<file path="src/rtl/stopwatch_input_pkg.sv">
`default_nettype none
// ============================================================================
//  Module   : stopwatch_input_pkg
//  Purpose  : Shared constants for the stopwatch input front-end: button
//             conditioner state codes, default timing values and the mode
//             encodings shared with the stopwatch core.
//  Revision : 1.0  initial release
// ============================================================================
package stopwatch_input_pkg;

    // Button conditioner state codes (shared with debug tooling / LEDs)
    localparam logic [2:0] IDLE         = 3'd0;
    localparam logic [2:0] PRESS_WAIT   = 3'd1;
    localparam logic [2:0] PULSE        = 3'd2;
    localparam logic [2:0] HELD         = 3'd3;
    localparam logic [2:0] RELEASE_WAIT = 3'd4;

    // Default timing: 50000 cycles of debounce, 4-cycle output pulses
    localparam logic [15:0] DB_CYC_DEF    = 16'd50000;
    localparam logic [7:0]  PULSE_CYC_DEF = 8'd4;
    localparam int          CW_DEF        = 16;

    // Mode switch encodings understood by the stopwatch core
    typedef enum logic [1:0] {
        MODE_0 = 2'b00,
        MODE_1 = 2'b01,
        MODE_2 = 2'b10,
        MODE_3 = 2'b11
    } mode_e;

endpackage
`default_nettype wire

</file>
<file path="src/rtl/button_conditioner.sv">
`default_nettype none
// ============================================================================
//  Module   : button_conditioner
//  Purpose  : Synchronises one raw push-button, debounces press and release,
//             and emits exactly one PULSE_CYC-long pulse per press.
//  Revision : 1.0  initial release
// ============================================================================
module button_conditioner
    import stopwatch_input_pkg::*;
#(
    parameter logic [15:0] DB_CYC    = DB_CYC_DEF,
    parameter logic [7:0]  PULSE_CYC = PULSE_CYC_DEF,
    parameter int          CW        = CW_DEF
) (
    input  logic       c_clk,
    input  logic       rst,
    input  logic       btn_raw,
    output logic       pulse,
    output logic [2:0] state
);

    localparam logic [CW-1:0] c_db_last    = CW'(DB_CYC - 16'd1);
    localparam logic [CW-1:0] c_pulse_last = CW'(PULSE_CYC - 8'd1);
    localparam logic [CW-1:0] c_one        = CW'(1);

    logic          r_sync1;
    logic          r_sync2;
    logic [2:0]    r_state;
    logic [CW-1:0] r_cnt;

    // Two-flop synchroniser: the raw button is asynchronous to c_clk
    always_ff @(posedge c_clk) begin
        if (rst) begin
            r_sync1 <= 1'b0;
            r_sync2 <= 1'b0;
        end else begin
            r_sync1 <= btn_raw;
            r_sync2 <= r_sync1;
        end
    end

    // Press/release debounce FSM; the counter never runs past its terminal value
    always_ff @(posedge c_clk) begin
        if (rst) begin
            r_state <= IDLE;
            r_cnt   <= '0;
        end else begin
            case (r_state)
                IDLE: begin
                    r_cnt <= '0;
                    if (r_sync2) begin
                        r_state <= PRESS_WAIT;
                    end
                end
                PRESS_WAIT: begin
                    if (!r_sync2) begin
                        r_state <= IDLE;
                        r_cnt   <= '0;
                    end else if (r_cnt == c_db_last) begin
                        r_state <= PULSE;
                        r_cnt   <= '0;
                    end else begin
                        r_cnt <= r_cnt + c_one;
                    end
                end
                PULSE: begin
                    if (r_cnt == c_pulse_last) begin
                        r_state <= HELD;
                        r_cnt   <= '0;
                    end else begin
                        r_cnt <= r_cnt + c_one;
                    end
                end
                HELD: begin
                    r_cnt <= '0;
                    if (!r_sync2) begin
                        r_state <= RELEASE_WAIT;
                    end
                end
                RELEASE_WAIT: begin
                    if (r_sync2) begin
                        r_state <= HELD;
                        r_cnt   <= '0;
                    end else if (r_cnt == c_db_last) begin
                        r_state <= IDLE;
                        r_cnt   <= '0;
                    end else begin
                        r_cnt <= r_cnt + c_one;
                    end
                end
                default: begin
                    r_state <= IDLE;
                    r_cnt   <= '0;
                end
            endcase
        end
    end

    assign pulse = (r_state == PULSE);
    assign state = r_state;

endmodule
`default_nettype wire

</file>
<file path="src/rtl/stopwatch_input.sv">
`default_nettype none
// ============================================================================
//  Module   : stopwatch_input
//  Purpose  : Board-pin front-end for the stopwatch: clean R/P pulses from the
//             push-buttons (R wins over P) and debounced sel/load switches.
//  Revision : 1.0  initial release
// ============================================================================
module stopwatch_input
    import stopwatch_input_pkg::*;
#(
    parameter logic [15:0] DB_CYC    = DB_CYC_DEF,
    parameter logic [7:0]  PULSE_CYC = PULSE_CYC_DEF,
    parameter int          CW        = CW_DEF
) (
    input  logic       c_clk,
    input  logic       rst,
    input  logic       btn_r,
    input  logic       btn_p,
    input  logic [1:0] sw_sel,
    input  logic [7:0] sw_load,
    output logic       R,
    output logic       P,
    output logic [1:0] sel,
    output logic [7:0] load,
    output logic       busy
);

    localparam logic [CW-1:0] c_db_last = CW'(DB_CYC - 16'd1);
    localparam logic [CW-1:0] c_one     = CW'(1);

    logic       w_r_pulse;
    logic       w_p_pulse;
    logic [2:0] w_r_state;
    logic [2:0] w_p_state;
    logic       r_p_sup;

    logic [9:0]    r_sw_sync1;
    logic [9:0]    r_sw_sync2;
    logic [9:0]    r_sw_cand;
    logic [CW-1:0] r_sw_cnt;
    logic [9:0]    r_sw_out;

    button_conditioner #(
        .DB_CYC    (DB_CYC),
        .PULSE_CYC (PULSE_CYC),
        .CW        (CW)
    ) u_btn_r (
        .c_clk   (c_clk),
        .rst     (rst),
        .btn_raw (btn_r),
        .pulse   (w_r_pulse),
        .state   (w_r_state)
    );

    button_conditioner #(
        .DB_CYC    (DB_CYC),
        .PULSE_CYC (PULSE_CYC),
        .CW        (CW)
    ) u_btn_p (
        .c_clk   (c_clk),
        .rst     (rst),
        .btn_raw (btn_p),
        .pulse   (w_p_pulse),
        .state   (w_p_state)
    );

    // Once R has overlapped a P pulse, keep P masked until that pulse ends
    always_ff @(posedge c_clk) begin
        if (rst) begin
            r_p_sup <= 1'b0;
        end else begin
            r_p_sup <= w_p_pulse & (w_r_pulse | r_p_sup);
        end
    end

    assign R = w_r_pulse;
    assign P = w_p_pulse & ~w_r_pulse & ~r_p_sup;

    // Switch vector synchroniser, two flops like the buttons
    always_ff @(posedge c_clk) begin
        if (rst) begin
            r_sw_sync1 <= '0;
            r_sw_sync2 <= '0;
        end else begin
            r_sw_sync1 <= {sw_sel, sw_load};
            r_sw_sync2 <= r_sw_sync1;
        end
    end

    // Debounce sel+load as one vector so both fields always update together
    always_ff @(posedge c_clk) begin
        if (rst) begin
            r_sw_cand <= '0;
            r_sw_cnt  <= '0;
            r_sw_out  <= {MODE_0, 8'h00};
        end else if (r_sw_sync2 != r_sw_cand) begin
            r_sw_cand <= r_sw_sync2;
            r_sw_cnt  <= '0;
        end else if (r_sw_cnt == c_db_last) begin
            r_sw_out <= r_sw_cand;
        end else begin
            r_sw_cnt <= r_sw_cnt + c_one;
        end
    end

    assign sel  = r_sw_out[9:8];
    assign load = r_sw_out[7:0];
    assign busy = (w_r_state != IDLE) | (w_p_state != IDLE);

endmodule
`default_nettype wire

</file>
<file path="config.mk">
export PLATFORM = sky130hd
export DESIGN_NAME = stopwatch_input
export DESIGN_NICKNAME = d
export VERILOG_FILES = /design/src/rtl/stopwatch_input_pkg.sv /design/src/rtl/button_conditioner.sv /design/src/rtl/stopwatch_input.sv
export SDC_FILE = /design/constraint.sdc
export NUM_CORES = 1
export LEC_CHECK = 0
export ABC_AREA = 1
export BUFFER_PORTS_ARGS = -buffer_cell sky130_fd_sc_hd__buf_2
export CAP_MARGIN = 20
export CORE_MARGIN = 2
export CORE_UTILIZATION = 50
export CTS_BUF_LIST = sky130_fd_sc_hd__clkbuf_4
export CTS_CLUSTER_SIZE = 14
export DETAILED_ROUTE_END_ITERATION = 7
export GPL_ROUTABILITY_DRIVEN = 0
export PLACE_DENSITY_LB_ADDON = 0.25
export SYNTH_ARGS = -nofsm -noshare
export SYNTH_HDL_FRONTEND = slang
export SYNTH_SLANG_ARGS = --single-unit
</file>
<file path="constraint.sdc">
create_clock -name c_clk -period 3.35 [get_ports c_clk]
set_clock_uncertainty 0.15 [all_clocks]
set_input_delay 0.1675 -clock c_clk [delete_from_list [all_inputs] [get_ports c_clk]]
set_output_delay 0.1675 -clock c_clk [all_outputs]
set_load 0.01 [all_outputs]
</file>
; ---- Word-level counts from Yosys, hierarchy flattened
; Cells that the tools add are included.
[word_totals]
input_bits = 14
reg_bits = 99
[classes]
n_reduce_logical = 8
n_mux = 26
add_sub_neg = 3
eq_ne = 24
n_bitwise = 8
[ops]
columns = op, count
row1 = $mux W16, 8
row2 = $pmux W16 S3, 2
row3 = $add A16 B1 Y16 const B, 3
row4 = $eq A16 B16 Y1 const B, 3
row5 = $mux W3, 14
row6 = $eq A16 B2 Y1 const B, 2
row7 = $pmux W3 S5, 2
row8 = $eq A3 B2 Y1 const B, 4
row9 = $ne A10 B10 Y1, 1
row10 = $reduce_and A5 Y1, 2
row11 = $ne A2 B1 Y1 const B, 4
row12 = $eq A3 B1 Y1 const B, 2
row13 = $eq A3 B3 Y1 const B, 2
row14 = $logic_not A3 Y1, 2
row15 = $ne A3 B1 Y1 const B, 2
row16 = $ne A3 B3 Y1 const B, 2
row17 = $reduce_bool A3 Y1, 2
row18 = $ne A2 B2 Y1 const B, 2
row19 = $and A1 B1 Y1, 3
row20 = $not A1 Y1, 3
row21 = $or A1 B1 Y1, 2
row22 = $reduce_and A2 Y1, 1
row23 = $reduce_or A2 Y1, 1

; ---- Depth between registers and ports, before layout
; Gate-level depths: netlist (run 1).
[logic_depth]
word_depth = 4
mapped_depth = 11

; ---- Hierarchy
; From an unflattened synthesis (run 1), not the netlist that was laid out.
[hier_totals]
cells_unflattened = 661
area_unflattened_um2 = 4644.5
[by_module_without_submodules]
columns = module, n_inst, seq_area_each_um2, cells_per_inst, area_each_um2
row1 = stopwatch_input, 1, 1141.1, 336, 2388.5
row2 = button_conditioner at u_btn_p, 1, 420.4, 162, 1148.6
row3 = button_conditioner at u_btn_r, 1, 420.4, 163, 1107.3

; ---- Least setup slack after synthesis (run 1)
; OpenSTA, ideal clock, no wires.
[synth_timing]
kind = register -> register
from = reg u_btn_r.r_cnt[0]
to = reg u_btn_r.r_cnt[12]
stages_incl_launch_ff = 11
path_buffers = 0
arrival_ps = 1310
slack_ps = 1772
synth_period_minus_slack_ps = 1578
required_ps = 3082
cell_sequence = dfxtp_1 -> ha_1 -> nand2_1 -> nor2_2 -> inv_2 -> nor2_1 -> nand2_1 -> nand2_2 -> nand2_2 -> nand2_2 -> nor2_1
[synth_between]
elab_chain_cells = 4
elab_cells_between_ends = 8
cone_classes = add/sub: 1 / eq/ne: 2 / mux: 5
[synth_rtl]
columns = element, line_no
row1 = "start, declared", button_conditioner.sv:29  ; logic [CW-1:0] r_cnt;
row2 = "start signal, assigned", button_conditioner.sv:63  ; r_cnt <= r_cnt + c_one;
row3 = "start signal, assigned", button_conditioner.sv:71  ; r_cnt <= r_cnt + c_one;
row4 = "start signal, assigned", button_conditioner.sv:88  ; r_cnt <= r_cnt + c_one;
row5 = $add A16 B1 Y16 / $eq A16 B16 Y1 (equally long branches), -
row6 = $mux W16, "button_conditioner.sv:59, button_conditioner.sv:84"
row7 = $mux W16 (on tied branches), "button_conditioner.sv:81, button_conditioner.sv:56"
row8 = $pmux W16 S3 (*), button_conditioner.sv:48  ; case (r_state)
; Mark *: on every way between the ends. The rest lies on a longest branch, timed or not.
; A chain may end at the register's enable or synchronous reset.

; ---- Final worst setup path (run 1)
[layout_timing]
from = reg u_btn_r.r_state[2] (netlist: u_btn_r.state[2])
to = out P
[layout_between]
elab_chain_cells = 4
[layout_rtl]
columns = element, line_no
row1 = "start, declared", button_conditioner.sv:28  ; logic [2:0] r_state;
row2 = "start signal, assigned", button_conditioner.sv:45  ; r_state <= IDLE;
row3 = "start signal, assigned", button_conditioner.sv:52  ; r_state <= PRESS_WAIT;
row4 = "start signal, assigned", button_conditioner.sv:57  ; r_state <= IDLE;
row5 = $eq A3 B2 Y1, button_conditioner.sv:99  ; assign pulse = (r_state == PULSE);
row6 = $not A1 Y1, stopwatch_input.sv:77  ; assign P = w_p_pulse & ~w_r_pulse & ~r_p_sup;
row7 = $and A1 B1 Y1 (2 in a row), stopwatch_input.sv:77
row8 = "end, declared", stopwatch_input.sv:22  ; output logic P,
; Every way passes these cells.

==> results of run 1 <==
[report_power, final]
| group | total, mW | leakage, nW | internal [mW] | switching [mW] |
|---|---|---|---|---|
| sequential | 1.26 | 0.805 | 1.23 | 0.0374 |
| clock | 0.629 | 0.0761 | 0.179 | 0.450 |
| combinational | 0.425 | 1.25 | 0.146 | 0.279 |
| total | 2.32 | 2.13 | 1.55 | 0.766 |
[worst paths after layout]
path | start | end
hold reg to reg | r_sw_sync1[1] | r_sw_sync2[1]
setup / recovery | u_btn_r.state[2] | P
setup reg to reg | r_sw_cnt[0] | r_sw_out[5]
hold / removal | r_sw_sync1[1] | r_sw_sync2[1]
[kinds of logic (layout without fill, tap and decap cells)]
| kind of cell | Yosys count | after routing |
|---|---|---|
| simple gates | 367 | 367 |
| fa+ha+maj | 3 | 3 |
| buf+inv | 130 | 179 |
| flops | 99 | 99 |
| xor+xnor | 28 | 28 |
| compound gates | 28 | 28 |
[flip-flops by register name, indices dropped and copies added (netlist names)]
name / flops
u_btn_r.state: 3
u_btn_p.r_sync2: 1
u_btn_r.r_sync2: 1
u_btn_p.r_sync1: 1
r_sw_cnt: 16
r_sw_sync1: 10
u_btn_r.r_sync1: 1
r_sw_out: 10
r_p_sup: 1
r_sw_sync2: 10
u_btn_r.r_cnt: 16
r_sw_cand: 10
u_btn_p.state: 3
u_btn_p.r_cnt: 16
[routing by layer]
| metal | GRT usage (%) | up-vias |
|---|---|---|
| li1 | - | 2100 |
| met1 | 20.4 | 1768 |
| met2 | 35.2 | 44 |
| met3 | 4.92 | 10 |
| met4 | 6.32 | 0 |
| met5 | 0 | - |
[synth_stat cells (2+ instances only)]
library cell / instances / share of area (%)
nor2_1: 146 / 12
xor2_1: 15 / 2.9
o21ai_0: 7 / 0.77
dfxtp_1: 99 / 44
nor3_2: 4 / 0.88
or2_2: 3 / 0.41
nand2_2: 4 / 0.55
clkbuf_1: 2 / 0.17
o21bai_1: 2 / 0.33
buf_2: 7 / 0.77
ha_1: 3 / 0.83
xnor2_1: 13 / 2.5
nand3_1: 34 / 3.7
a21oi_1: 14 / 1.5
nand3_2: 4 / 0.88
nor3_1: 8 / 0.88
nand2_1: 122 / 10
nand4_1: 32 / 4.4
inv_1: 106 / 8.8
o21ai_1: 4 / 0.44
buf_1: 2 / 0.17
inv_2: 12 / 0.99
nor2_2: 3 / 0.41
nor2_4: 4 / 0.99
[cell type report]
| class | instances | area [um^2] | share of cell area [%] |
|---|---|---|---|
| clock inverter | 7 | 80.1 | 1.57 |
| sequential | 99 | 1980 | 38.9 |
| timing repair buffer | 45 | 318 | 6.25 |
| tap | 108 | 135 | 2.66 |
| clock buffer | 9 | 67.6 | 1.33 |
| multi-input combinational | 426 | 2060 | 40.5 |
| inverter | 118 | 443 | 8.70 |
[per-stage QoR]
step                setup WS (ns)  cells
floorplan                    1.77    655
global placement             1.49    778
detailed placement           1.36    778
CTS                          1.18    812
global route                 1.11    812
finish                       1.20    812
[tightest hold or removal path, stage by stage, from the launching register on]
cell	delay (ns)
dfxtp_1	0.33
inv_1	0.04
nor2_1	0.03
==> results summary, run 1 <==
The net count after synthesis came out at ~670. The number of synthesis warnings is 0. The number of detailed-route iterations in the first pass is 4. The count of input and output buffers came out at 26. Summing every instance area after synthesis gives roughly 4500 um^2. The total count of hold-check failures in the final report is 0. The met3 layer wire length in the routed design is between 200 and 250 um. The post-synthesis to final-layout area growth came out at 11.9%. After synthesis, the largest family of logic cells by area is simple AND/OR/NAND/NOR gates. The first global-routing pass estimated 15300 um of wire. The fraction of the mapped netlist area in compound gates is between 3 and 4%. For this configuration, the core starts out at a cell density of 51.9%.

The data required time of the worst path came out at approximately 3 ns. The total routing usage reported by global routing came out at a little under a fifth. The number of buffers between clock root and the deepest sink is 2. The total routed wire length on the met1 layer came out at 3780 um. The post-route clock period utilization is 64.2%.

Entering global routing, the biggest net connects 37 pins. The power after layout is 2.32 mW. The flow ran to the end, and the final reports show no timing, DRC or antenna violations.

The number of enable flip-flop cells after synthesis came out at 0. The worst setup path is captured at an output pin. The multiplexer area fraction after synthesis is 0%. The deepest level of the CTS H-tree is 3. After detailed routing, the number of remaining DRC violations is 0. Summing the areas of all and, or, nand and nor instances in the mapped netlist gives around 36% of the synthesized area. The detail route stage leaves a number of antenna-violating nets equal to 0. The number of global-route vias before repair is approximately 3800. The worst hold slack came out at between 0.2 and 0.25 ns. The number of antenna violations at the first check in global routing came out at 0.

Leaving out fill and tap cells, the most frequent cell in the layout is nor2_1. The tool flagged a number of max-cap violations equal to 0. Routed signal wires occupy layers up through met4. The routed via count divided by cell count came out at about 4.8. The share of flip-flops with an asynchronous set or reset came out at 0%.

The clock-pin slew on the worst setup and hold paths is 0.17 ns. The logic depth of the worst path, buffers included came out at 6. The fraction of final layout cells sized beyond drive strength 1 is 11.1%.

For this design the static power due to leakage is between 2 and 2.5 nW. The critical path is of the reg -> out type. The number of endpoints failing setup at the final stage is 0. The placement-stage cell area is roughly 4800 um^2. In this run, post-CTS repair resized a total of 0 instances. The relative max-transition margin came out at 59.2%.

The overall overflow remaining after global route came out at 0. The number of placement rows is 34. Dividing total power by cell area gives a power density of 455 nW/um^2. The area enclosed by the die boundary came out at between 9000 and 10000 um^2. The half-perimeter wire length of the detailed placement result came out at between 6000 and 7000 um. The signal on the critical path passes through inv_2 > nand3_1 > inv_1 > or2_2 > nor2_1 > buf_2. Across all register-to-register paths, the minimum setup slack is roughly 1.5 ns.

The total I/O pin count came out at 27. The cell count of the worst reg-to-reg path is 8. The antenna diode count came out at 0. The adder and majority cell fraction of the synthesized area came out at less than 1%. The number of sinks driven by the clock tree is 99. The routed design has around 8500 um of wire.

The tree is rooted in a clkbuf_4. Setup repair after global routing left no endpoint under its margin. The number of buffer and inverter stages on the critical path is 3. The fraction of the yosys area taken by sequential cells is around 44%. The area share of xor/xnor cells in the synthesized design came out at 5.39%. The most used flip-flop cell after synthesis is dfxtp_1. The peak per-stage delay on the critical path came out at 0.45 ns. The post-route cell area came out at slightly above 5000 um^2.

The count of hold buffers inserted by post-cts repair came out at 18. The setup TNS came out at 0 ns. The worst setup path is launched from a flip-flop. The largest individual stage delay along the critical path comes from the cell dfxtp_1. The number of vias after detailed routing is around 3900. Along the worst hold path, the cell count comes to 2. TritonCTS built the clock tree.

The worst-case IR drop observed on VDD is around 0.00032 V. The number of post-CTS setup repair buffers is 0. In this run, synthesis produced a sequential element count of 99. In this run, CTS created clock tree buffers numbering 9. Synthesis produced a netlist whose cell count is about 660. The number of library cell types mapped by synthesis came out at 29. Static timing analysis puts the maximum clock frequency at approximately 470 MHz. The final period demand of the worst path is roughly 2.2 ns. The floorplan die height came out at approximately 100 um. The maximum fanout encountered on the critical timing path came out at 6. Fill cells in the final layout number slightly above 800. The family with the most delay on the worst path is simple AND/OR/NAND/NOR gates. The utilization after layout came out at between 50 and 60%. In the final routed layout, each cell accounts on average for 10.5 um. The transition time at the pin with the least slew margin is between 0.6 and 0.7 ns.

In this run the worst hold path is classified as reg -> reg. The amount of wire on met2 after detailed routing is 4350 um. The total count of max-transition violations in the final report came out at 0. The clock insertion delay at the later pin of the skew report is 0.47 ns. The area inside the core boundary came out at between 8000 and 9000 um^2. The detailed router finished its first iteration with ~140 violations. The die width came out at roughly 99 um. The critical path arrival is between 1.5 and 2 ns. The number of nets in the final layout came out at 716. The average footprint of a synthesized cell came out at roughly 7 um^2. In the layout the commonest cells are nor2_1 (146), nand2_1 (122), inv_1 (106).
Power figures use the tool's default switching activity.
==> inputs of run 2 (changes only) <==
clock period = 2 ns   (was 3.35 ns; I/O delays follow)
==> run 2 against run 1 <==
Compared with the run above: non-clock buffer count is 11 higher; die area stayed put; critical path type unchanged; critical path depth stayed put; largest power group unchanged; setup slack worse by 1.1 ns; register-to-register slack worse by 1.3 ns.
==> results summary, run 2 (synthesis results as in run 1) <==
The flow ran to the end, and the final reports show no timing, DRC or antenna violations. The worst hold slack is around 0.27 ns. The startpoint-to-endpoint class of the critical path is reg -> out. 27 I/O pins were placed.

The total count of max-transition violations in the final report came out at 0. The startpoint type of the worst setup path is a flip-flop. The tree is rooted in a clkbuf_4. The maximum fanout encountered on the critical timing path is 5. In the final layout, the registers with the most flip-flops are r_sw_cnt x16, u_btn_p.r_cnt x16, u_btn_r.r_cnt x16.

In this run the core area contains 34 standard-cell rows. Buffers added to address setup during post-CTS repair amount to 0. The placement-stage cell area came out at ~4800 um^2. The data required time of the worst path is ~1.8 ns. The first global-routing pass estimated between 15000 and 20000 um of wire. The number of antenna violations at the first check in global routing is 0. The post-synthesis to final-layout area growth is 14.5%. The path class of the tightest hold or removal check is reg -> reg.

The count of maximum capacitance violations came out at 0. CTS saw about 100 sinks. The number of endpoints failing setup at the final stage came out at 0. The average wire per cell in the routed design is approximately 10 um. TritonCTS built the clock tree. The violation count after the first detailed-routing iteration came out at roughly 140. The TritonCTS buffer count came out at 9. The multi-input logic area is between 2000 and 2500 um^2. Setup repair after global routing left no endpoint under its margin. The number of nets in the final layout came out at 727. The number of vias after detailed routing came out at between 3000 and 4000. The wire-length estimate of the detail-placed layout is between 6000 and 7000 um. The area enclosed by the die boundary is a little under 10000 um^2.

The final antenna-violating net count came out at 0. The relative max-transition margin came out at between 70% and 80%. Once layout is done, the placed cells without fillers occupy 5200 um^2.

The floorplan die height is ~100 um. The highest achievable clock rate is approximately 530 MHz. The critical path arrival came out at ~1.6 ns. The fraction of final layout cells sized beyond drive strength 1 is a little under an eighth.

STA classifies the critical path endpoint as an output pin. Excluding fillers, the count of instances in the completed layout stands at a little over 800. Entering global routing, the biggest net connects 36 pins.

The number of buffers between clock root and the deepest sink is 2. The deepest level of the CTS H-tree is 3. The worst voltage drop across the vdd grid came out at just under 0.0005 V. The final period demand of the worst path came out at ~1.9 ns. Registers take 1980 um^2. The die width is between 90 and 100 um.

The number of detailed-route iterations in the first pass is 5. The area inside the core boundary came out at 8760 um^2. Clock-pin slew was measured on the worst setup and hold paths at ~0.18 ns. The antenna diode count is 0. The total count of hold-check failures in the final report came out at 0. For this configuration, the core starts out at a cell density of between 50% and 60%.

Summed over all layers, the global routing overflow is 0. Fill cells in the final layout number 818. The library cell used most frequently in the layout, excluding fill and tap cells, is nor2_1. The power after layout is slightly below 4 mW. The routed via count divided by cell count came out at approximately 4.8. Input and output buffers added on the ports amount to 26. Power spread over the standard cell area amounts to 752 nW/um^2. The number of global-route vias before repair is around 3800.

After detailed placement, the design holds a cell count of between 700 and 800. The post-route clock period utilization is a little over nine tenths. In the routed design, unresolved DRC markers number 0. For the worst-skew pair, the clock arrives at the later sink with an insertion delay of ~0.45 ns. The leakage power is between 2 and 2.5 nW. The transition time at the pin with the least slew margin is 0.375 ns. In the layout the commonest cells are nor2_1 (146), nand2_1 (122), inv_1 (106).

Global routing consumed, over all layers together, around a fifth of the routing resources. The final wirelength came out at between 8000 and 9000 um. Setup total negative slack on the finished layout was measured at 0 ns.
[run 2: where the power goes]
group | internal (mW) | total, mW | leakage, nW | switching [mW]
sequential | 2.05 | 2.11 | 0.805 | 0.0588
combinational | 0.263 | 0.720 | 1.31 | 0.457
clock | 0.313 | 1.08 | 0.0837 | 0.769
[run 2: routing by layer]
metal	up-vias	wire (um)	track usage [%]
met5	-	0	0
met4	0	96	5.58
met3	9	230	3.65
met2	57	4220	33.9
met1	1780	4090	23.2
li1	2120	-	-
[run 2: path summary, 6_finish.rpt]
| kind | slack (ns) | cells past startpoint | startpoint | end |
|---|---|---|---|---|
| max | 0.12 | 6 | u_btn_r.state[0] | P |
| min | 0.27 | 2 | r_sw_sync1[6] | r_sw_sync2[6] |
| max reg2reg | 0.16 | 9 | r_sw_cnt[0] | r_sw_out[6] |
| min reg2reg | 0.27 | 2 | r_sw_sync1[6] | r_sw_sync2[6] |
[run 2: metrics by stage]
stage | setup WS [ns] | util (%)
6_report | 0.121 | 59.4
5_1_grt | 0.0190 | 59.4
4_1_cts | 0.0500 | 59.4
3_5_place_dp | 0.193 | 54.7
3_3_place_gp | 0.261 | 54.7
2_1_floorplan | 0.422 | -
[run 2: layout make-up]
| class | count | area share, % |
|---|---|---|
| Clock buffer | 9 | 1.30 |
| Clock inverter | 7 | 1.80 |
| Multi-Input combinational cell | 426 | 39.6 |
| Timing Repair Buffer | 56 | 8.03 |
| Tap cell | 108 | 2.60 |
| Inverter | 118 | 8.51 |
| Sequential cell | 99 | 38.1 |
[run 2: timing repair]
item                       CTS  global route
hold buffers                25             0
setup endpoints to repair    0             1
gates resized for setup      0             1
hold endpoints to repair    34             0
[run 2: worst max-delay path: stages, from the launching register on]
cell and delay [ns]:
dfxtp_1 0.42, inv_2 0.08, nand3_1 0.11, inv_1 0.08, or2_2 0.29, nor2_1 0.09, buf_2 0.13
